### src/rtl/digit_scan_pkg.sv
// Shared defaults and helpers for the multiplexed digit scanner.
package digit_scan_pkg;

    localparam int DEF_NUM_DIGITS = 4;
    localparam int DEF_DIGIT_W    = 4;
    localparam int DEF_DIV        = 100000;
    localparam int DEF_BLANK_CYC  = 16;
    localparam int MAX_DIGITS     = 16;

    // Decode a digit index into a one-hot select vector of the maximum width.
    function automatic logic [MAX_DIGITS-1:0] onehot_decode(input logic [3:0] idx);
        logic [MAX_DIGITS-1:0] r;
        r      = {MAX_DIGITS{1'b0}};
        r[idx] = 1'b1;
        return r;
    endfunction

endpackage

### src/rtl/scan_prescaler.sv
// Digit-period prescaler: counts 0..DIV-1 while enabled and pulses tick on the last count.
// With DIGIT_SCAN_BLANK_EN defined the running count is also exported for dead-time decoding.
module scan_prescaler
    import digit_scan_pkg::*;
#(
    parameter int DIV   = DEF_DIV,
    parameter int CNT_W = (DIV > 1) ? $clog2(DIV) : 1
) (
    input  logic             clk,
    input  logic             rst_n,
    input  logic             en,
`ifdef DIGIT_SCAN_BLANK_EN
    output logic [CNT_W-1:0] cnt,
`endif
    output logic             tick
);

    logic [CNT_W-1:0] cnt_r;

    assign tick = en && (cnt_r == CNT_W'(DIV - 1));

`ifdef DIGIT_SCAN_BLANK_EN
    assign cnt = cnt_r;
`endif

    // Free-running period counter, frozen while disabled, wrapping on tick.
    always_ff @(posedge clk or negedge rst_n) begin
        if (!rst_n) begin
            cnt_r <= {CNT_W{1'b0}};
        end else if (en) begin
            if (tick) begin
                cnt_r <= {CNT_W{1'b0}};
            end else begin
                cnt_r <= cnt_r + CNT_W'(1);
            end
        end else begin
            cnt_r <= cnt_r;
        end
    end

endmodule

### src/rtl/digit_scan_mux.sv
// Time-multiplexed display scanner: one-hot digit select plus the matching digit field.
// Optional anti-ghosting dead time at the start of each digit period: DIGIT_SCAN_BLANK_EN.
module digit_scan_mux
    import digit_scan_pkg::*;
#(
    parameter int NUM_DIGITS = DEF_NUM_DIGITS,
    parameter int DIGIT_W    = DEF_DIGIT_W,
    parameter int DIV        = DEF_DIV,
    parameter int BLANK_CYC  = DEF_BLANK_CYC
) (
    input  logic                          clk,
    input  logic                          rst_n,
    input  logic                          en,
    input  logic [NUM_DIGITS*DIGIT_W-1:0] value,
    output logic [NUM_DIGITS-1:0]         sel,
    output logic [DIGIT_W-1:0]            digit,
    output logic                          frame_done
);

    localparam int IDX_W = (NUM_DIGITS > 1) ? $clog2(NUM_DIGITS) : 1;
    localparam int CNT_W = (DIV > 1) ? $clog2(DIV) : 1;

    if (NUM_DIGITS < 1 || NUM_DIGITS > MAX_DIGITS || DIGIT_W < 1 || DIGIT_W > 8 ||
        DIV < 1 || DIV > (1 << 24) || BLANK_CYC < 0 || BLANK_CYC >= DIV) begin : g_param_check
        $error("digit_scan_mux: parameter out of legal range");
    end

    logic                          en_q;
    logic                          tick_s;
    logic                          frame_tick_s;
    logic                          blank_s;
    logic [IDX_W-1:0]              idx_r;
    logic [IDX_W-1:0]              idx_nxt_s;
    logic [NUM_DIGITS*DIGIT_W-1:0] shadow_r;
    logic [NUM_DIGITS*DIGIT_W-1:0] shadow_nxt_s;
    logic [MAX_DIGITS-1:0]         oh_s;
    logic [DIGIT_W-1:0]            digit_nxt_s;
`ifdef DIGIT_SCAN_BLANK_EN
    logic [CNT_W-1:0]              cnt_s;
    logic [CNT_W-1:0]              cnt_nxt_s;
`endif

    scan_prescaler #(
        .DIV   (DIV),
        .CNT_W (CNT_W)
    ) u_prescaler (
        .clk   (clk),
        .rst_n (rst_n),
        .en    (en_q),
`ifdef DIGIT_SCAN_BLANK_EN
        .cnt   (cnt_s),
`endif
        .tick  (tick_s)
    );

    // Next-state of index and shadow; outputs are registered from these so they move with them.
    always_comb begin
        frame_tick_s = tick_s && (idx_r == IDX_W'(NUM_DIGITS - 1));
        if (frame_tick_s) begin
            idx_nxt_s = {IDX_W{1'b0}};
        end else if (tick_s) begin
            idx_nxt_s = idx_r + IDX_W'(1);
        end else begin
            idx_nxt_s = idx_r;
        end
        shadow_nxt_s = frame_tick_s ? value : shadow_r;
        oh_s         = onehot_decode(4'(idx_nxt_s));
        digit_nxt_s  = {DIGIT_W{1'b0}};
        for (int k = 0; k < NUM_DIGITS; k++) begin
            digit_nxt_s = digit_nxt_s |
                ({DIGIT_W{idx_nxt_s == IDX_W'(k)}} & shadow_nxt_s[k*DIGIT_W +: DIGIT_W]);
        end
`ifdef DIGIT_SCAN_BLANK_EN
        if (!en_q) begin
            cnt_nxt_s = cnt_s;
        end else if (tick_s) begin
            cnt_nxt_s = {CNT_W{1'b0}};
        end else begin
            cnt_nxt_s = cnt_s + CNT_W'(1);
        end
        blank_s = (int'(cnt_nxt_s) < BLANK_CYC);
`else
        blank_s = 1'b0;
`endif
    end

    // Scan state and registered outputs; en takes effect on the outputs as en_q updates.
    always_ff @(posedge clk or negedge rst_n) begin
        if (!rst_n) begin
            en_q       <= 1'b0;
            idx_r      <= {IDX_W{1'b0}};
            shadow_r   <= {(NUM_DIGITS*DIGIT_W){1'b0}};
            sel        <= {NUM_DIGITS{1'b0}};
            digit      <= {DIGIT_W{1'b0}};
            frame_done <= 1'b0;
        end else begin
            en_q       <= en;
            idx_r      <= idx_nxt_s;
            shadow_r   <= shadow_nxt_s;
            sel        <= (en && !blank_s) ? oh_s[NUM_DIGITS-1:0] : {NUM_DIGITS{1'b0}};
            digit      <= en ? digit_nxt_s : {DIGIT_W{1'b0}};
            frame_done <= en && frame_tick_s;
        end
    end

endmodule

### config.mk
export PLATFORM = sky130hd
export DESIGN_NAME = digit_scan_mux
export DESIGN_NICKNAME = d
export VERILOG_FILES = /design/src/rtl/digit_scan_pkg.sv /design/src/rtl/scan_prescaler.sv /design/src/rtl/digit_scan_mux.sv
export SDC_FILE = /design/constraint.sdc
export NUM_CORES = 1
export LEC_CHECK = 0
export BUFFER_PORTS_ARGS = -buffer_cell sky130_fd_sc_hd__clkbuf_2
export CORE_MARGIN = 2
export CORE_UTILIZATION = 44
export DETAILED_ROUTE_END_ITERATION = 10
export PLACE_DENSITY_LB_ADDON = 0.2
export SYNTH_ARGS = -nofsm -noshare
export SYNTH_HDL_FRONTEND = slang
export SYNTH_HIERARCHICAL = 1
export SYNTH_SLANG_ARGS = --single-unit
### constraint.sdc
create_clock -name clk -period 2.4 [get_ports clk]
set_input_delay 0.72 -clock clk [delete_from_list [all_inputs] [get_ports clk]]
set_output_delay 0.72 -clock clk [all_outputs]
set_load 0.05 [all_outputs]
==> results by stage <==
Timing:
- Dividing the final minimum period by the clock period gives 93.1%.
- The highest attainable clock frequency is 0.447 GHz.
- The final critical path time including I/O delays and setup is 2240 ps.
- Setup violations remaining at the end of the flow were counted as 0.
- The clock tree skew after final layout is 4.54 ps.
- Across all hold checks on the routed design, the worst slack comes to 380 ps.
- The max-slew violation count is 0.
- The number of hold violations in the final report was 0.
- Headroom to the max-slew limit came out at 65.3%.
- The transition time of the tightest slew-check pin is 520 ps.

Floorplanning:
- After floorplanning, the core was sized to cover 5070 um2.
- The floorplan step set the die width to 76.2 um.
- The initial core utilization is 45.2%.
- The I/O pin total is 28.
- In this run the core area contains 26 standard-cell rows.
- The die covers 5810 um2.
- From bottom edge to top edge, the die measures 76.2 um.

Setup path:
- Measured in cells, the most critical reg-to-reg path has a length of 8.
- The required time reported for the critical path endpoint is 2610 ps.
- STA classifies the critical path endpoint as a flip-flop.
- The path type of the worst setup path is reg2reg.
- The terminus of the critical flop-to-flop path is digit[3]$_DFF_PN0_.
- The worst reg2reg path startpoint is u_prescaler/cnt_r[1]$_DFFE_PN0P_.
- The worst register-to-register path has a setup slack of 160 ps.
- The maximum fanout along the worst path is 16.
- The arrival time reported for the critical path endpoint is 2450 ps.
- STA classifies the critical path startpoint as a flip-flop.

Synth:
- The count of state elements after synthesis is 45.
- When the netlist entered floorplanning its net count stood at 236.
- The sequential element share of the synthesized area is 49.1%.
- The number of flops mapped to enable cells by yosys is 0.
- The fraction of registers with async set/reset is 100%.
- In this run the cell area of the synthesized design comes to 2290 um2.
- The synthesized netlist contains 43 unique library cells.
- Averaged over all synthesized cells, the footprint is 10.7 um2.
- The dominant synthesized flop cell is sky130_fd_sc_hd__dfrtp_1.
- The gate count after technology mapping is 215.
- The total number of yosys warnings is 6.

GRT:
- For this run the aggregate overflow at the end of global routing stands at 0.
- The maximum number of pins on one net before global-route repair is 32.
- The wire length of the first global-routing pass is 8410 um.
- The number of antenna violations at the first check in global routing is 0.
- The number of global-route vias before repair is 1657.
- The total track usage is 18.3%.

Layout:
- After the last flow step, the layout net total stands at 272.
- The synthesis-to-finish area growth is 17.3%.
- Counting the fill cells in the layout gives 475.
- Summing all non-filler instances in the final layout gives an area of 2690 um2.
- The total inserted antenna cells is 0.
- Cells fill 53.0% of the core in the end.
- The layout cell share with drive strength beyond 1 is 28.7%.
- The number of non-filler instances in the completed layout is 321.

Route:
- The pre-antenna-repair detailed-routing pass consisted of 4 iterations.
- The routed metal-1 wirelength is 2540 um.
- For this block, the via count after detailed routing is 1735.
- In this run the top signal layer used is met4.
- The mean number of vias per cell is 5.40.
- After detailed routing, the total wire length is 4980 um.
- The remaining antenna violation count is 0.
- The routed design uses 2150 um of met2 wire.
- The initial detailed-routing violation count is 128.
- After detailed routing, the average wire length per cell comes to 15.5 um.
- After detailed routing, the number of remaining DRC violations is 0.
- The wire length on met3 is 227 um.

Placed design:
- The post-detailed-placement half-perimeter wirelength is 3480 um.
- The final weighted congestion in routability-driven placement is 0.881.
- The placed instances occupy a cell area of 2530 um2.
- The number of input and output port buffers inserted is 27.
- The number of cells in the design after placement is 310.

CTS:
- The TritonCTS clock tree is built.
- After clock tree synthesis, the flow added hold-fix buffers numbering 0.
- Clock-pin slew was measured on the worst setup and hold paths at 80 ps.
- The CTS buffer count is 5.
- At the later pin of the worst-skew pair, clock insertion delay measures 300 ps.
- The H-tree depth reported by CTS is 2.
- CTS placed an instance of sky130_fd_sc_hd__clkbuf_8 at the clock tree root.
- The number of sinks handled by clock tree synthesis is 45.
- The number of buffers on the longest clock path is 2.

Power:
- Power comes to 0.00149 W.
- For this design the ratio of total power to cell area is 555 nW/um2.
- The worst IR drop on VDD is 0.271 mV.
- The leakage power is 1.36 nW.

Job:
- The number of max-capacitance violations reported is 0.

Status:
- The run finished with clean final reports.

Hold path:
- The path class of the lowest-slack min-delay path is in2async.
Yosys cell counts (3+ instances only):
| cell type | number | area [um2] |
|---|---|---|
| sky130_fd_sc_hd__dfrtp_1 | 45 | 1130 |
| sky130_fd_sc_hd__and3_1 | 18 | 113 |
| sky130_fd_sc_hd__nor2_1 | 16 | 60.1 |
| sky130_fd_sc_hd__o22ai_1 | 13 | 81.3 |
| sky130_fd_sc_hd__or2_2 | 12 | 75.1 |
| sky130_fd_sc_hd__a21boi_0 | 11 | 82.6 |
| sky130_fd_sc_hd__xnor2_1 | 11 | 96.3 |
| sky130_fd_sc_hd__nand2_1 | 7 | 26.3 |
| sky130_fd_sc_hd__nand4_1 | 7 | 43.8 |
| sky130_fd_sc_hd__nor4_1 | 6 | 37.5 |
| sky130_fd_sc_hd__inv_1 | 5 | 18.8 |
| sky130_fd_sc_hd__nand3_1 | 5 | 25.0 |
| sky130_fd_sc_hd__a211oi_1 | 4 | 30.0 |
| sky130_fd_sc_hd__a21o_1 | 4 | 30.0 |
| sky130_fd_sc_hd__a41oi_1 | 4 | 35.0 |
| sky130_fd_sc_hd__buf_2 | 4 | 20.0 |
| sky130_fd_sc_hd__buf_6 | 3 | 33.8 |
| sky130_fd_sc_hd__nor4b_1 | 3 | 26.3 |
| sky130_fd_sc_hd__xor2_1 | 3 | 26.3 |
state kept, by name, summed over array words and instances, names as in the netlist:
register / cells
frame_done: 1
sel: 4
digit: 4
idx_r: 2
u_prescaler/cnt_r: 17
shadow_r: 16
en_q: 1
layer usage:
| layer | vias to the layer above | global-route usage, % |
|---|---|---|
| li1 | 857 | - |
| met1 | 820 | 28.4 |
| met2 | 52 | 25.2 |
| met3 | 6 | 3.55 |
| met4 | 0 | 6.91 |
| met5 | - | 0 |
how the worst max path moves through the flow:
stage / start / slack (ps) / cells past startpoint / to
floorplan: u_prescaler/cnt_r[0]$_DFFE_PN0P_ / 240 / 9 / digit[0]$_DFF_PN0_
global placement: u_prescaler/cnt_r[0]$_DFFE_PN0P_ / 220 / 7 / digit[2]$_DFF_PN0_
detailed placement: u_prescaler/cnt_r[0]$_DFFE_PN0P_ / 80 / 8 / digit[3]$_DFF_PN0_
CTS: u_prescaler/cnt_r[0]$_DFFE_PN0P_ / 80 / 8 / digit[3]$_DFF_PN0_
global route: u_prescaler/cnt_r[1]$_DFFE_PN0P_ / -10 / 8 / digit[3]$_DFF_PN0_
finish: u_prescaler/cnt_r[1]$_DFFE_PN0P_ / 160 / 8 / digit[3]$_DFF_PN0_
cells in the final DEF, fill, tap and decap left out, types with 2 or more instances in the layout:
| master | instances |
|---|---|
| sky130_fd_sc_hd__a211oi_1 | 4 |
| sky130_fd_sc_hd__a21boi_0 | 11 |
| sky130_fd_sc_hd__a21o_1 | 4 |
| sky130_fd_sc_hd__a21oi_1 | 2 |
| sky130_fd_sc_hd__a41oi_1 | 3 |
| sky130_fd_sc_hd__and3_1 | 17 |
| sky130_fd_sc_hd__and4bb_2 | 2 |
| sky130_fd_sc_hd__buf_12 | 2 |
| sky130_fd_sc_hd__buf_4 | 10 |
| sky130_fd_sc_hd__clkbuf_2 | 27 |
| sky130_fd_sc_hd__clkbuf_8 | 6 |
| sky130_fd_sc_hd__dfrtp_1 | 45 |
| sky130_fd_sc_hd__ha_1 | 2 |
| sky130_fd_sc_hd__inv_1 | 5 |
| sky130_fd_sc_hd__nand2_1 | 7 |
| sky130_fd_sc_hd__nand2b_1 | 2 |
| sky130_fd_sc_hd__nand3_1 | 5 |
| sky130_fd_sc_hd__nand3b_1 | 2 |
| sky130_fd_sc_hd__nand4_1 | 7 |
| sky130_fd_sc_hd__nand4_2 | 2 |
| sky130_fd_sc_hd__nor2_1 | 16 |
| sky130_fd_sc_hd__nor4_1 | 6 |
| sky130_fd_sc_hd__nor4b_1 | 3 |
| sky130_fd_sc_hd__o21ai_0 | 2 |
| sky130_fd_sc_hd__o22ai_1 | 13 |
| sky130_fd_sc_hd__or2_2 | 12 |
| sky130_fd_sc_hd__xnor2_1 | 11 |
| sky130_fd_sc_hd__xor2_1 | 3 |
where the power goes:
group / internal (W) / switching, W
Clock: 0.000229 / 0.000244
Sequential: 0.000801 / 0.0000720
Combinational: 0.0000736 / 0.0000737
timing repair:
action,4_1_cts,5_1_grt
setup endpoints to repair,0,4
gates resized for setup,0,5
hold endpoints to repair,0,0
setup buffers,0,3
final cells by class:
type	count	area (um2)	share of cell area (%)
inverter	6	22.5	0.837
timing repair buffer	41	287	10.7
multi-input combinational	152	1080	40.2
sequential	45	1130	41.9
tap	70	87.6	3.26
clock buffer	7	86.3	3.21
cells by family (layout without fill, tap and decap cells):
| kind of cell | after synthesis | after routing | share of synthesized area (%) |
|---|---|---|---|
| compound gates | 42 | 42 | 12.7 |
| xor+xnor | 14 | 14 | 5.35 |
| fa+ha+maj | 2 | 2 | 1.09 |
| buf+inv | 18 | 54 | 4.58 |
| flops | 45 | 45 | 49.1 |
| mux | 1 | 1 | 0.491 |
| simple gates | 93 | 93 | 26.7 |
stage by stage:
step | setup slack [ps] | TNS [ps]
CTS | 77.0 | 0
global route | -13.7 | -20.9
floorplan | 242 | 0
global placement | 220 | 0
finish | 165 | 0
detailed placement | 79.0 | 0
worst max-delay path, cell delays in order, from the launching register on:
cell and delay, ps:
sky130_fd_sc_hd__dfrtp_1 390, sky130_fd_sc_hd__ha_1 190, sky130_fd_sc_hd__and3_2 240, sky130_fd_sc_hd__nand4_2 150, sky130_fd_sc_hd__nor3_4 340, sky130_fd_sc_hd__buf_12 180
sky130_fd_sc_hd__and4b_2 290, sky130_fd_sc_hd__o22ai_1 140, sky130_fd_sc_hd__a41oi_2 230
Note: power is estimated with default switching activity, not from simulation.
